--- config.mk ---
export PLATFORM = sky130hd
export DESIGN_NAME = pix_tx_pack
export DESIGN_NICKNAME = d
export VERILOG_FILES = /design/src/rtl/pix_link_pkg.sv /design/src/rtl/pix_fifo.sv /design/src/rtl/pix_tx_pack.sv
export SDC_FILE = /design/constraint.sdc
export NUM_CORES = 1
export LEC_CHECK = 0
export ABC_AREA = 1
export CORE_MARGIN = 3
export CORE_UTILIZATION = 50
export CTS_CLUSTER_SIZE = 8
export DETAILED_ROUTE_END_ITERATION = 6
export PLACE_DENSITY = 0.68
export SLEW_MARGIN = 20
export SYNTH_ARGS = -nofsm -noshare
export SYNTH_HDL_FRONTEND = slang
export SYNTH_SLANG_ARGS = --single-unit
--- constraint.sdc ---
create_clock -name i_clk_sys -period 2.8 [get_ports i_clk_sys]
set_input_delay 0.28 -clock i_clk_sys [delete_from_list [all_inputs] [get_ports i_clk_sys]]
set_output_delay 0.28 -clock i_clk_sys [all_outputs]
set_load 0.01 [all_outputs]
--- src/rtl/pix_link_pkg.sv ---
// Shared definitions for both ends of the 12-bit pixel-over-UART link:
// sender FSM encodings, pixel payload layout and the check-code bit select.
package pix_link_pkg;

    localparam int unsigned PIX_W          = 12;
    localparam int unsigned BYTE_W         = 8;
    localparam int unsigned STATE_W        = 4;
    localparam int unsigned FRAME_PIX_DEF  = 76800;
    localparam logic [3:0]  PAD_NIBBLE_DEF = 4'h0;

    localparam logic [STATE_W-1:0] ST_IDLE     = 4'b0001;
    localparam logic [STATE_W-1:0] ST_SEND_HI  = 4'b0010;
    localparam logic [STATE_W-1:0] ST_SEND_LO  = 4'b0100;
    localparam logic [STATE_W-1:0] ST_SEND_CHK = 4'b1000;

    typedef enum logic [STATE_W-1:0] {
        SND_IDLE = ST_IDLE,
        SND_HI   = ST_SEND_HI,
        SND_LO   = ST_SEND_LO,
        SND_CHK  = ST_SEND_CHK
    } snd_state_t;

    // Pixel as it travels: high byte first, low nibble padded into the second byte.
    typedef struct packed {
        logic [7:0] hi;
        logic [3:0] lo;
    } pix_t;

    function automatic logic [BYTE_W-1:0] check_code_f(input logic [BYTE_W-1:0] b1,
                                                       input logic [BYTE_W-1:0] b2);
        return {b1[7], b1[4], b1[3], b1[0], b2[7], b2[4], b2[3], b2[0]};
    endfunction

endpackage

--- src/rtl/pix_fifo.sv ---
// Synchronous pixel FIFO with registered read data and full/empty flags.
// A push on a full FIFO is taken only when a pop happens in the same cycle.
module pix_fifo #(
    parameter int unsigned WIDTH = 12,
    parameter int unsigned DEPTH = 16
) (
    input  logic             clk,
    input  logic             rst_n,
    input  logic             wr_en,
    input  logic [WIDTH-1:0] wr_data,
    input  logic             rd_en,
    output logic [WIDTH-1:0] rd_data,
    output logic             full,
    output logic             empty
);

    localparam int unsigned AW = (DEPTH > 1) ? $clog2(DEPTH) : 1;

    logic [AW:0]      wr_ptr;
    logic [AW:0]      rd_ptr;
    logic [WIDTH-1:0] mem [DEPTH];
    logic             do_wr;
    logic             do_rd;

    // Extra pointer bit distinguishes full from empty when the indices match.
    assign empty = (wr_ptr == rd_ptr);
    assign full  = (wr_ptr[AW] != rd_ptr[AW]) && (wr_ptr[AW-1:0] == rd_ptr[AW-1:0]);
    assign do_rd = rd_en && !empty;
    assign do_wr = wr_en && (!full || do_rd);

    always_ff @(posedge clk) begin
        if (do_wr) begin
            mem[wr_ptr[AW-1:0]] <= wr_data;
        end
    end

    always_ff @(posedge clk or negedge rst_n) begin
        if (!rst_n) begin
            wr_ptr  <= '0;
            rd_ptr  <= '0;
            rd_data <= '0;
        end else begin
            if (do_wr) begin
                wr_ptr <= wr_ptr + (AW+1)'(1);
            end
            if (do_rd) begin
                rd_ptr  <= rd_ptr + (AW+1)'(1);
                rd_data <= mem[rd_ptr[AW-1:0]];
            end
        end
    end

endmodule

--- src/rtl/pix_tx_pack.sv ---
// Pixel-over-UART transmit packer: buffers 12-bit pixels and sends each as byte1/byte2.
// Build option PIX_TX_CHECK_EN appends the check code as a third byte per pixel.
module pix_tx_pack
    import pix_link_pkg::*;
#(
    parameter int unsigned FIFO_DEPTH = 16,
    parameter int unsigned FRAME_PIX  = FRAME_PIX_DEF,
    parameter int unsigned CNT_W      = 17,
    parameter logic [3:0]  PAD_NIBBLE = PAD_NIBBLE_DEF
) (
    input  logic                 i_clk_sys,
    input  logic                 i_rst_n,
    input  logic [PIX_W-1:0]     i_pix,
    input  logic                 i_pix_valid,
    output logic                 o_pix_ready,
    input  logic                 i_image_sending,
    output logic [BYTE_W-1:0]    o_tx_data,
    output logic                 o_tx_start,
    input  logic                 i_tx_busy,
    output logic [STATE_W-1:0]   o_snd_state,
    output logic [BYTE_W-1:0]    o_check_code,
    output logic                 o_check_valid,
    output logic [CNT_W-1:0]     o_pix_count,
    output logic                 o_frame_done
);

    localparam logic [CNT_W-1:0] LAST_PIX = CNT_W'(FRAME_PIX - 1);

    snd_state_t        state;
    logic              wait_ph;
    logic              skip_ph;
    logic              fifo_full;
    logic              fifo_empty;
    logic              push;
    logic              pop;
    logic [PIX_W-1:0]  fifo_dout;
    pix_t              hold;
    logic [BYTE_W-1:0] byte_hi;
    logic [BYTE_W-1:0] byte_lo;
    logic [BYTE_W-1:0] cur_byte;
    logic              is_send;
    logic              last_byte;

    assign push        = i_pix_valid && !fifo_full;
    assign pop         = (state == SND_IDLE) && i_image_sending && !fifo_empty;
    assign o_pix_ready = !fifo_full;
    assign o_snd_state = state;

    // The FIFO's registered read port doubles as the pixel holding register;
    // it only changes on a pop, which happens only in IDLE.
    assign hold    = pix_t'(fifo_dout);
    assign byte_hi = hold.hi;
    assign byte_lo = {hold.lo, PAD_NIBBLE};

    pix_fifo #(
        .WIDTH (PIX_W),
        .DEPTH (FIFO_DEPTH)
    ) u_fifo (
        .clk     (i_clk_sys),
        .rst_n   (i_rst_n),
        .wr_en   (push),
        .wr_data (i_pix),
        .rd_en   (pop),
        .rd_data (fifo_dout),
        .full    (fifo_full),
        .empty   (fifo_empty)
    );

    // Byte select for the current send state and end-of-pixel decode.
    always_comb begin
        cur_byte  = byte_hi;
        is_send   = 1'b0;
        last_byte = 1'b0;
        case (state)
            SND_HI: begin
                cur_byte = byte_hi;
                is_send  = 1'b1;
            end
            SND_LO: begin
                cur_byte = byte_lo;
                is_send  = 1'b1;
`ifndef PIX_TX_CHECK_EN
                last_byte = 1'b1;
`endif
            end
`ifdef PIX_TX_CHECK_EN
            SND_CHK: begin
                cur_byte  = o_check_code;
                is_send   = 1'b1;
                last_byte = 1'b1;
            end
`endif
            default: begin
                cur_byte = byte_hi;
            end
        endcase
    end

    always_ff @(posedge i_clk_sys or negedge i_rst_n) begin
        if (!i_rst_n) begin
            state         <= SND_IDLE;
            wait_ph       <= 1'b0;
            skip_ph       <= 1'b0;
            o_tx_data     <= '0;
            o_tx_start    <= 1'b0;
            o_check_code  <= '0;
            o_check_valid <= 1'b0;
            o_pix_count   <= '0;
            o_frame_done  <= 1'b0;
        end else begin
            o_tx_start    <= 1'b0;
            o_check_valid <= 1'b0;
            o_frame_done  <= 1'b0;
            case (state)
                SND_IDLE: begin
                    wait_ph <= 1'b0;
                    skip_ph <= 1'b0;
                    if (pop) begin
                        state <= SND_HI;
                    end
                end
                default: begin
                    if (!is_send) begin
                        state <= SND_IDLE;
                    end else if (!wait_ph) begin
                        if (!i_tx_busy) begin
                            o_tx_data  <= cur_byte;
                            o_tx_start <= 1'b1;
                            wait_ph    <= 1'b1;
                            skip_ph    <= 1'b1;
                            if (state == SND_LO) begin
                                o_check_code  <= check_code_f(byte_hi, byte_lo);
                                o_check_valid <= 1'b1;
                            end
                        end
                    end else if (skip_ph) begin
                        // UART busy only rises the cycle after it sees the start pulse.
                        skip_ph <= 1'b0;
                    end else if (!i_tx_busy) begin
                        wait_ph <= 1'b0;
                        if (last_byte) begin
                            state <= SND_IDLE;
                            if (o_pix_count == LAST_PIX) begin
                                o_pix_count  <= '0;
                                o_frame_done <= 1'b1;
                            end else begin
                                o_pix_count <= o_pix_count + CNT_W'(1);
                            end
                        end else if (state == SND_HI) begin
                            state <= SND_LO;
                        end
`ifdef PIX_TX_CHECK_EN
                        else begin
                            state <= SND_CHK;
                        end
`endif
                    end
                end
            endcase
        end
    end

endmodule

Word level (Yosys, flattened, before mapping)
Memories as Yosys holds them, arrays and structs flattened. A register that Yosys moved wholly into a read port is not among the register bits.
Cells that the tools add are included.
Storage, ports and cells
  register bits after elaboration: 50
  bits in writable memories: 192
  input bits: 17
  output and inout bits: 41
  memories kept: 1
Memory list
  u_fifo.mem: depth 16, bits a word 12, rd ports 1, clocked after memory_dff 1, wr ports 1, RTL line pix_fifo.sv:21  | logic [WIDTH-1:0] mem [DEPTH];
Operators by class
  add/subtract/negate cells: 3
  eq/ne operators: 13
  mux-type cells: 38
  bitwise operators: 4
  reduce and logical (&&, ||, !) cells: 17
Operators with widths (count)
  two-way mux 4 bit: 8
  two-way mux 1 bit: 28
  adder 17 x 1 -> 17 bit (second input constant): 1
  equality test 17 bit (second input constant): 1
  two-way mux 17 bit: 1
  adder 5 x 1 -> 5 bit (second input constant): 2
  AND reduction 5 bit: 2
  inequality test 3 x 2 -> 1 bit (second input constant): 3
  two-way mux 8 bit: 1
  logical AND 1 bit: 6
  AND reduction 6 bit: 1
  equality test 5 bit: 1
  equality test 4 x 1 -> 1 bit (second input constant): 1
  equality test 4 x 2 -> 1 bit (second input constant): 1
  equality test 4 x 3 -> 1 bit (second input constant): 1
  equality test 4 bit: 1
  inequality test 4 x 1 -> 1 bit (second input constant): 1
  NOT 1 bit: 4
  AND reduction 4 bit: 1
  zero test 1 bit: 3
  inequality test 3 x 1 -> 1 bit (second input constant): 1
  inequality test 2 x 1 -> 1 bit (second input constant): 1
  AND reduction 2 bit: 1
  nonzero test 2 bit: 1
  other kinds (3): 3

Logic depth before layout (Yosys ltp)
Gate-level depths: netlist (run 1).
  depth in word-level cells: 8
  depth in mapped cells: 12
  gate-level depth less buffers: 10

Modules after synthesis
A second synthesis (run 1) with hierarchy kept.
Second synthesis, totals
  cells, all modules: 1249
  area total of the unflattened synthesis: 11609.9 um2
Modules (own cells, without submodules)
  pix_fifo: times used 1, cells an instance 993, area each 9644.2 um2
  pix_tx_pack: times used 1, cells an instance 256, area each 1965.6 um2

Worst setup path before layout (run 1)
OpenSTA, ideal clock, no wires.
  kind: register -> register
  start: reg u_fifo.rd_ptr[0]
  end: mem u_fifo.mem[10][0], enable pin
  setup time: 380 ps
  arrival: 1653 ps
  slack: 767 ps
  cell stages (with the launch flop): 10
  path buffers: 2
  period minus slack after synthesis: 2033 ps
  cell sequence: dfrtp_1 > buf_4 > inv_4 > nand2_1 > nand2_1 > nor2_4 > nand3b_4 > nand2_4 > buf_4 > nor2_1
Between the ends
  elaborated cells on any way between the ends: 12
RTL lines
  from (decl): RTL line pix_fifo.sv:20  | logic [AW:0] rd_ptr;
  from (signal assigned): RTL line pix_fifo.sv:47  | rd_ptr <= rd_ptr + (AW+1)'(1);
  equality test 4 bit *: RTL line pix_fifo.sv:27  | assign full = (wr_ptr[AW] != rd_ptr[AW]) && (wr_ptr[AW-1:0] == rd_ptr[AW-1:0]);
  logical AND 1 bit *: RTL line pix_fifo.sv:27
  zero test 1 bit *
  named net o_pix_ready: RTL line pix_tx_pack.sv:15  | output logic o_pix_ready,
  logical AND 1 bit or logical OR 1 bit (tied branches): RTL line pix_tx_pack.sv:44, pix_fifo.sv:29
  logical AND 1 bit *: RTL line pix_fifo.sv:29  | assign do_wr = wr_en && (!full || do_rd);
  two-way mux 1 bit *: RTL line pix_fifo.sv:32  | if (do_wr) begin
  two-way mux 1 bit (implied by the code) *: RTL line pix_fifo.sv:33  | mem[wr_ptr[AW-1:0]] <= wr_data;
  to (decl): RTL line pix_fifo.sv:21
Mark *: on every way through the listed nets, which the timed path passes. The rest lies on a longest branch.

Final worst setup path (run 1)
  start: reg u_fifo.rd_ptr[0]
  end: out o_pix_ready
Between the ends
  cells in the longest elaborated chain, start to end: 3
RTL lines
  equality test 4 bit: RTL line pix_fifo.sv:27
  logical AND 1 bit: RTL line pix_fifo.sv:27
  zero test 1 bit: RTL line pix_tx_pack.sv:46  | assign o_pix_ready = !fifo_full;
  to (decl): RTL line pix_tx_pack.sv:15
Every way passes these cells.

==> reports/qor.csv, run 1 <==
stage;metric;value;unit
global_routing;GR peak layer;met2;
setup_path;reg2reg setup slack;0.60;ns
logic_synthesis;synthesized area;11600;um2
logic_synthesis;dominant cell type by area after synthesis;edfxtp_1;
power;maximum VDD drop;777;uV
die;die area;25000;um2
cells_and_area;Fill cells;1926;
setup_path;worst r2r path cells;8;
clock_tree;clk buf depth;3;
place;IO Port Bufs;54;
setup_path;cell repeated most along the worst path;nand2_1;
timing;FMAX;409;MHz
power;pwr/cell area;949;nW/um2
clock_tree;CTS tree;built;
global_routing;met1 GRT Util;0.293;
power;switch share;0.344;
detailed_routing;Remaining DRCs;0;
power;internal power of the cells;8390;uW
detailed_routing;iteration count of the initial detailed-routing pass;5;
die;row count;55;
logic_synthesis;top-area cell type share of the netlist area;0.498;
place;HPWL after DPL;16600;um
clock_tree;Hold Buf Count CTS;1;
clock_tree;H-tree Lvls;2;
global_routing;GR Overflow Total;0;
clock_tree;TritonCTS Buffers;37;
detailed_routing;1st-iter DRT viols;679;
logic_synthesis;post-synthesis instance total;1238;
timing;TNS Setup;0;ns
timing;minimum clock period;2.44;ns
timing;final hold vios;0;
timing;fin crit share;0.872;
setup_path;critical path class;reg2out;
setup_path;Slowest-stage cell, CP;clkdlybuf4s50_1;
detailed_routing;Avg Vias per Cell;5.06;
hold_path;Hold Crit Class;in2async;
global_routing;vias in the first global route;7613;
logic_synthesis;#FFs+latches synth;253;
timing;post-route setup slack;0.358;ns
logic_synthesis;synthesized area per cell;9.35;um2
clock_tree;worst skew pair latency;0.51;ns
global_routing;pin count of the biggest net entering global routing;98;
die;core area;22700;um2
cells_and_area;Final #Nets;1338;
cells_and_area;most common cell after layout, fill and taps aside;nand2_1;
setup_path;worst reg2reg path endpoint;u_fifo.mem[14][6]$_DFFE_PP_;
die;chip width;158;um
logic_synthesis;Cell variety after synth;33;
detailed_routing;wire per inst;16.3;um
timing;slew margin rel.;0.317;
detailed_routing;Post-Route WL;26500;um
flow_run;Max-Cap Viols;0;
setup_path;slowest stage delay, CP;0.59;ns
timing;tightest hold margin;0.356;ns
cells_and_area;final cell count without fillers;1622;
cells_and_area;area grow syn2layout;16.5;%
clock_tree;CTS Sinks;253;
global_routing;antenna violations before repair;0;
global_routing;met2 GRT Util;0.354;
outcome;status;complete, no violations;
clock_tree;Post-CTS Resized;0;
cells_and_area;share of cells above drive strength 1;0.0711;
die;I/O Pins;58;
die;Die H;158;um
place;Place WS;0.604;ns
setup_path;CP required;2.52;ns
global_routing;grt met3 use;0.0350;
timing;Slew @ Worst Pin;1.02;ns
clock_tree;postcts setup bufs;0;
power;Sw Pwr;4400;uW
setup_path;crit path launch type;flop;
detailed_routing;ANT nets after route;0;
power;Clock power frac;0.317;
detailed_routing;Via Count;8215;
logic_synthesis;synth warn;0;
timing;RSZ-0062 raised after global routing;no;
die;Initial Util;0.510;
global_routing;GR Util All Layers;0.214;
place;RePlAce Congestion;0.927;
power;Sequential Power Share;0.382;
setup_path;CP cell instances;buf_4, nand2_1, nand2_1, nor2_4, nand3b_4, clkdlybuf4s50_1;
timing;setup violators final;0;
global_routing;first-pass GRT wire length;41200;um
clock_tree;Root Buffer;clkbuf_16;
cells_and_area;ant diodes;0;
setup_path;Crit Path Max Fanout;27;
setup_path;CP Capture Type;primary output;
timing;Max Transition Viols Final;0;
setup_path;critical path data arrival time;2.16;ns
logic_synthesis;Synth area leaders;edfxtp_1, nand2_1, dfrtp_1, inv_1, nand3_1;
place;Placed Cells;1560;
clock_tree;clock-pin slew on the worst setup and hold paths;0.05;ns
power;Leak Pwr;0.00618;uW
setup_path;r2r startpoint;u_fifo.rd_ptr[0]$_DFFE_PN0P_;
logic_synthesis;Seq/Total Area, Yosys;0.630;
cells_and_area;commonest non-fill, non-tap cells in the layout;nand2_1, inv_1, edfxtp_1;
timing;Clock Skew;0.0191;ns
power;combinational power share;0.301;
-- sequential cells by signal, indices dropped and copies added, names as in the netlist --
name,flops
wait_ph,1
o_check_code,6
skip_ph,1
u_fifo.mem,192
o_check_valid,1
o_snd_state,3
o_pix_count,17
u_fifo.rd_data,12
o_frame_done,1
o_tx_data,8
u_fifo.wr_ptr,5
u_fifo.rd_ptr,5
o_tx_start,1
-- stage by stage --
step                cell area [um2]  utilization  total power (uW)
detailed placement            12400        0.547              8790
CTS                           13500        0.594             12900
global route                  13500        0.594             13600
global placement              12400        0.547              8760
floorplan                     11600            -              7670
finish                        13500        0.594             12800
-- final cells by class --
cell class	count	area, um2	share of cell area
Clock buffer	59	1050	0.0779
Tap cell	285	357	0.0264
Clock inverter	2	12.5	0.000928
Multi-Input combinational cell	717	3160	0.234
Inverter	219	827	0.0613
Sequential cell	253	7300	0.541
Timing Repair Buffer	87	786	0.0583
-- routing by layer --
layer  up-vias  share of wire
met5         -              0
met2       253           0.48
li1       4048              -
met3        47          0.055
met1      3867           0.44
met4         0          0.025
-- cell usage after synthesis, drive strengths merged --
library cell  number
buf               45
a21oi              5
o21ai             19
nand3            151
nand4              8
clkbuf             6
xnor2              8
nand2            450
inv              219
ha                 6
dfrtp             60
nor2              50
xor2               6
dfstp              1
nor3               5
nand3b             1
o21bai             1
o31ai              1
edfxtp           192
o21a               1
a31oi              2
conb               1
-- how the worst max path moves through the flow --
stage	startpoint	endpoint	slack, ns	cells after the start
floorplan	u_fifo.rd_ptr[0]$_DFFE_PN0P_	u_fifo.mem[10][0]$_DFFE_PP_	0.77	9
global placement	u_fifo.rd_ptr[0]$_DFFE_PN0P_	u_fifo.mem[14][6]$_DFFE_PP_	0.67	8
detailed placement	u_fifo.rd_ptr[0]$_DFFE_PN0P_	u_fifo.mem[14][10]$_DFFE_PP_	0.60	8
CTS	u_fifo.rd_ptr[0]$_DFFE_PN0P_	o_pix_ready	0.32	6
global route	u_fifo.rd_ptr[0]$_DFFE_PN0P_	o_pix_ready	0.26	6
finish	u_fifo.rd_ptr[0]$_DFFE_PN0P_	o_pix_ready	0.36	6
-- worst max-delay path: cells and delay by family, from the launching register on --
family	cells	cell delay [ns]
flops	1	0.40
buf+inv	2	0.89
simple gates	4	0.36
-- power groups by stage --
stage                     clock network [uW]  logic, uW  registers (uW)
after floorplan                            0       2790            4880
after global placement                     0       3820            4940
after detailed placement                   0       3840            4950
after CTS                               4140       3860            4880
after global routing                    4300       4320            4940
final                                   4060       3840            4890
-- logic make-up after synthesis --
kind of cell	synth area share
compound gates	0.0134
buf+inv	0.0978
fa+ha+maj	0.00648
flops	0.630
xor+xnor	0.0112
other cells	0.000324
simple gates	0.241
Note: power is estimated with default switching activity, not from simulation.
==> run 2: changes to the inputs <==
--- a/config.mk
+++ b/config.mk
@@ -5,12 +5,11 @@
 export SDC_FILE = /design/constraint.sdc
 export NUM_CORES = 1
 export LEC_CHECK = 0
-export ABC_AREA = 1
 export CORE_MARGIN = 3
 export CORE_UTILIZATION = 50
 export CTS_CLUSTER_SIZE = 8
 export DETAILED_ROUTE_END_ITERATION = 6
-export PLACE_DENSITY = 0.68
+export PLACE_DENSITY = 0.69
 export SLEW_MARGIN = 20
 export SYNTH_ARGS = -nofsm -noshare
 export SYNTH_HDL_FRONTEND = slang
==> constraint.sdc (replaced) <==
create_clock -name i_clk_sys -period 2.68 [get_ports i_clk_sys]
set_input_delay 0.268 -clock i_clk_sys [delete_from_list [all_inputs] [get_ports i_clk_sys]]
set_output_delay 0.268 -clock i_clk_sys [all_outputs]
set_load 0.01 [all_outputs]
==> run 2 against run 1 <==
Sequential share of layout area is 6.6 points higher. Design area decreased by 11%. Critical endpoint unchanged. Wire length down 24%. Sequential cell count is the same. Largest cell class unchanged. Final cell count down 42%. Critical path depth shrank 1. Clock power increased by 3%. Via count down 35%. Worst hold slack better by 0.032 ns. Non-clock buffer count fell by 16.
==> reports/qor.csv, run 2 <==
stage;metric;value;unit
cells_and_area;max FFs per register;192;
logic_synthesis;Simple-Gate Fraction of Synth Area;0.0553;
timing;Max Transition Viols Final;0;
cells_and_area;most common cell after layout, fill and taps aside;edfxtp_1;
die;row count;51;
clock_tree;clock-pin slew on the worst setup and hold paths;0.05;ns
detailed_routing;Post-Route WL;20200;um
logic_synthesis;#FFs+latches synth;253;
logic_synthesis;Synth Flop Type;edfxtp_1;
cells_and_area;Post-Route Utilization;0.614;
global_routing;met1 GRT Util;0.269;
power;maximum VDD drop;609;uV
timing;slew margin rel.;0.386;
detailed_routing;Via Count;5358;
timing;minimum clock period;2.53;ns
detailed_routing;1st-iter DRT viols;483;
logic_synthesis;synth warn;0;
die;Initial Util;0.514;
global_routing;GR Util All Layers;0.189;
clock_tree;Root Buffer;clkbuf_16;
setup_path;reg2reg setup slack;0.29;ns
global_routing;GR Overflow Total;0;
logic_synthesis;adder-cell share of the synthesized area;0.00746;
clock_tree;worst skew pair latency;0.50;ns
global_routing;grt met3 use;0.0420;
flow_run;Max-Cap Viols;0;
clock_tree;H-tree Lvls;2;
die;core area;19600;um2
cells_and_area;area grow syn2layout;19.5;%
logic_synthesis;synthesized area;10100;um2
logic_synthesis;dominant cell type by area after synthesis;edfxtp_1;
setup_path;critical path data arrival time;2.26;ns
logic_synthesis;post-synthesis instance total;571;
logic_synthesis;Synth area leaders;edfxtp_1, dfrtp_1, mux4_2, a22oi_1, xnor2_1;
detailed_routing;iteration count of the initial detailed-routing pass;6;
setup_path;CP required;2.41;ns
hold_path;Hold Crit Class;in2async;
logic_synthesis;Commonest cells post-synth;edfxtp_1, dfrtp_1, mux4_2, a22oi_1;
timing;Slew @ Worst Pin;0.915;ns
cells_and_area;ant diodes;0;
setup_path;crit path launch type;flop;
logic_synthesis;compound-gate portion of the synthesized area;0.0516;
logic_synthesis;top-area cell type share of the netlist area;0.573;
detailed_routing;Remaining DRCs;0;
die;I/O Pins;58;
detailed_routing;wire per inst;21.7;um
clock_tree;clk buf depth;3;
setup_path;CP Launch Point;u_fifo.rd_ptr[0]$_DFFE_PN0P_;
clock_tree;TritonCTS Buffers;37;
logic_synthesis;post-synthesis mux area share;0.120;
logic_synthesis;Synth Area in XOR/XNOR;0.0218;
die;chip width;148;um
global_routing;vias in the first global route;5485;
setup_path;Crit Path Max Fanout;2;
logic_synthesis;synthesized area per cell;17.6;um2
timing;FMAX;395;MHz
die;Die H;148;um
power;Leak Pwr;0.00436;uW
place;RePlAce Congestion;0.873;
detailed_routing;ANT nets after route;0;
logic_synthesis;most common cell in the netlist;edfxtp_1;
timing;RSZ-0062 raised after global routing;no;
global_routing;antenna violations before repair;0;
cells_and_area;Fill cells;1415;
logic_synthesis;FFs w/ async S/R, synth;0.241;
cells_and_area;Final #Nets;671;
clock_tree;CTS Sinks;253;
global_routing;GR peak layer;met2;
logic_synthesis;Cell variety after synth;48;
timing;TNS Setup;0;ns
clock_tree;CTS tree;built;
cells_and_area;share of cells above drive strength 1;0.187;
place;HPWL after DPL;12500;um
setup_path;r2r startpoint;o_snd_state[2]$_DFFE_PN0P_;
cells_and_area;commonest non-fill, non-tap cells in the layout;edfxtp_1, dfrtp_1, clkdlybuf4s50_1;
timing;final hold vios;0;
global_routing;met2 GRT Util;0.300;
setup_path;CP Capture Type;primary output;
logic_synthesis;number of synthesized flops with an enable pin;192;
die;die area;21900;um2
detailed_routing;Avg Vias per Cell;5.74;
setup_path;critical path class;reg2out;
timing;setup violators final;0;
logic_synthesis;largest family of logic cells by synthesized area;multiplexers;
timing;tightest hold margin;0.388;ns
power;pwr/cell area;1020;nW/um2
outcome;status;complete, no violations;
logic_synthesis;Seq/Total Area, Yosys;0.725;
timing;fin crit share;0.944;
place;IO Port Bufs;54;
global_routing;first-pass GRT wire length;31600;um
timing;Clock Skew;0.0139;ns
global_routing;pin count of the biggest net entering global routing;52;
## run 2: changes by cell type after synthesis, sizes merged, moves of 7 or more
cell,delta
nand2,-425
inv,-211
nand3,-140
mux4,+48
buf,-35
nor2,-33
a22oi,+26
clkbuf,+19
and3,+17
a21oi,+13
a21o,+12
mux2,+7
## run 2: through the flow
step | power [uW] | cells | setup WS (ns) | instance area (um2)
detailed placement | 8180 | 873 | 0.203 | 10900
global route | 12900 | 934 | 0.0918 | 12000
finish | 12300 | 934 | 0.150 | 12000
global placement | 8110 | 873 | 0.239 | 10900
floorplan | 7160 | 573 | 0.0877 | 10100
CTS | 12400 | 934 | 0.0434 | 12000
## run 2: critical path, cell delays in order (launching register included)
cell and delay (ns):
dfrtp_4 0.49, xor2_1 0.18, nor4_2 0.34, buf_4 0.19
nand2_1 0.07, clkdlybuf4s50_1 0.50
## run 2: kinds of logic (layout without fill, tap and decap cells)
| kind of cell | Yosys count | after routing |
|---|---|---|
| and+or+nand+nor | 104 | 104 |
| buffers and inverters | 43 | 139 |
| muxes | 60 | 60 |
| other | 1 | 3 |
| AOI/OAI and AO/OA | 79 | 79 |
| adders and majority gates | 6 | 6 |
| xor gates and xnor gates | 25 | 25 |
| DFF | 253 | 253 |
## run 2: power breakdown
part           internal, uW  switching [uW]  leakage, uW
clock network          2650            1540     0.000511
registers              4790             311      0.00253
logic                  1400            1620      0.00132
total                  8850            3470      0.00436
## run 2: path summary, 6_finish.rpt
kind | endpoint | cells after the start
hold / removal | o_pix_count[12]$_DFFE_PN0P_ | 2
min in group i_clk_sys | u_fifo.rd_data[1]$_DFFE_PN0P_ | 1
max in group asynchronous | o_snd_state[0]$_DFFE_PN1P_ | 3
setup / recovery | o_pix_ready | 5
hold reg to reg | u_fifo.rd_data[1]$_DFFE_PN0P_ | 1
setup reg to reg | o_pix_count[8]$_DFFE_PN0P_ | 6
## run 2: metal layers
metal	vias to the layer above	routed length (um)
met4	0	294
met5	-	0
met2	196	9690
li1	2397	-
met1	2738	8750
met3	27	1510
## run 2: cell type report
type                            instances  area, um2  area share
Inverter                                8       30.0     0.00250
Clock buffer                           58       1050      0.0871
Clock inverter                          2       13.8     0.00114
Sequential cell                       253       7300       0.607
Multi-Input combinational cell        277       2610       0.217
Tap cell                              265        332      0.0276
Timing Repair Buffer                   71        703      0.0585
## run 2: timing repair
item,4_1_cts,5_1_grt
hold buffers,1,0
endpoints found under the setup margin,0,1
endpoints found under the hold margin,31,0
buffers inserted,0,0
gates resized for setup,0,1
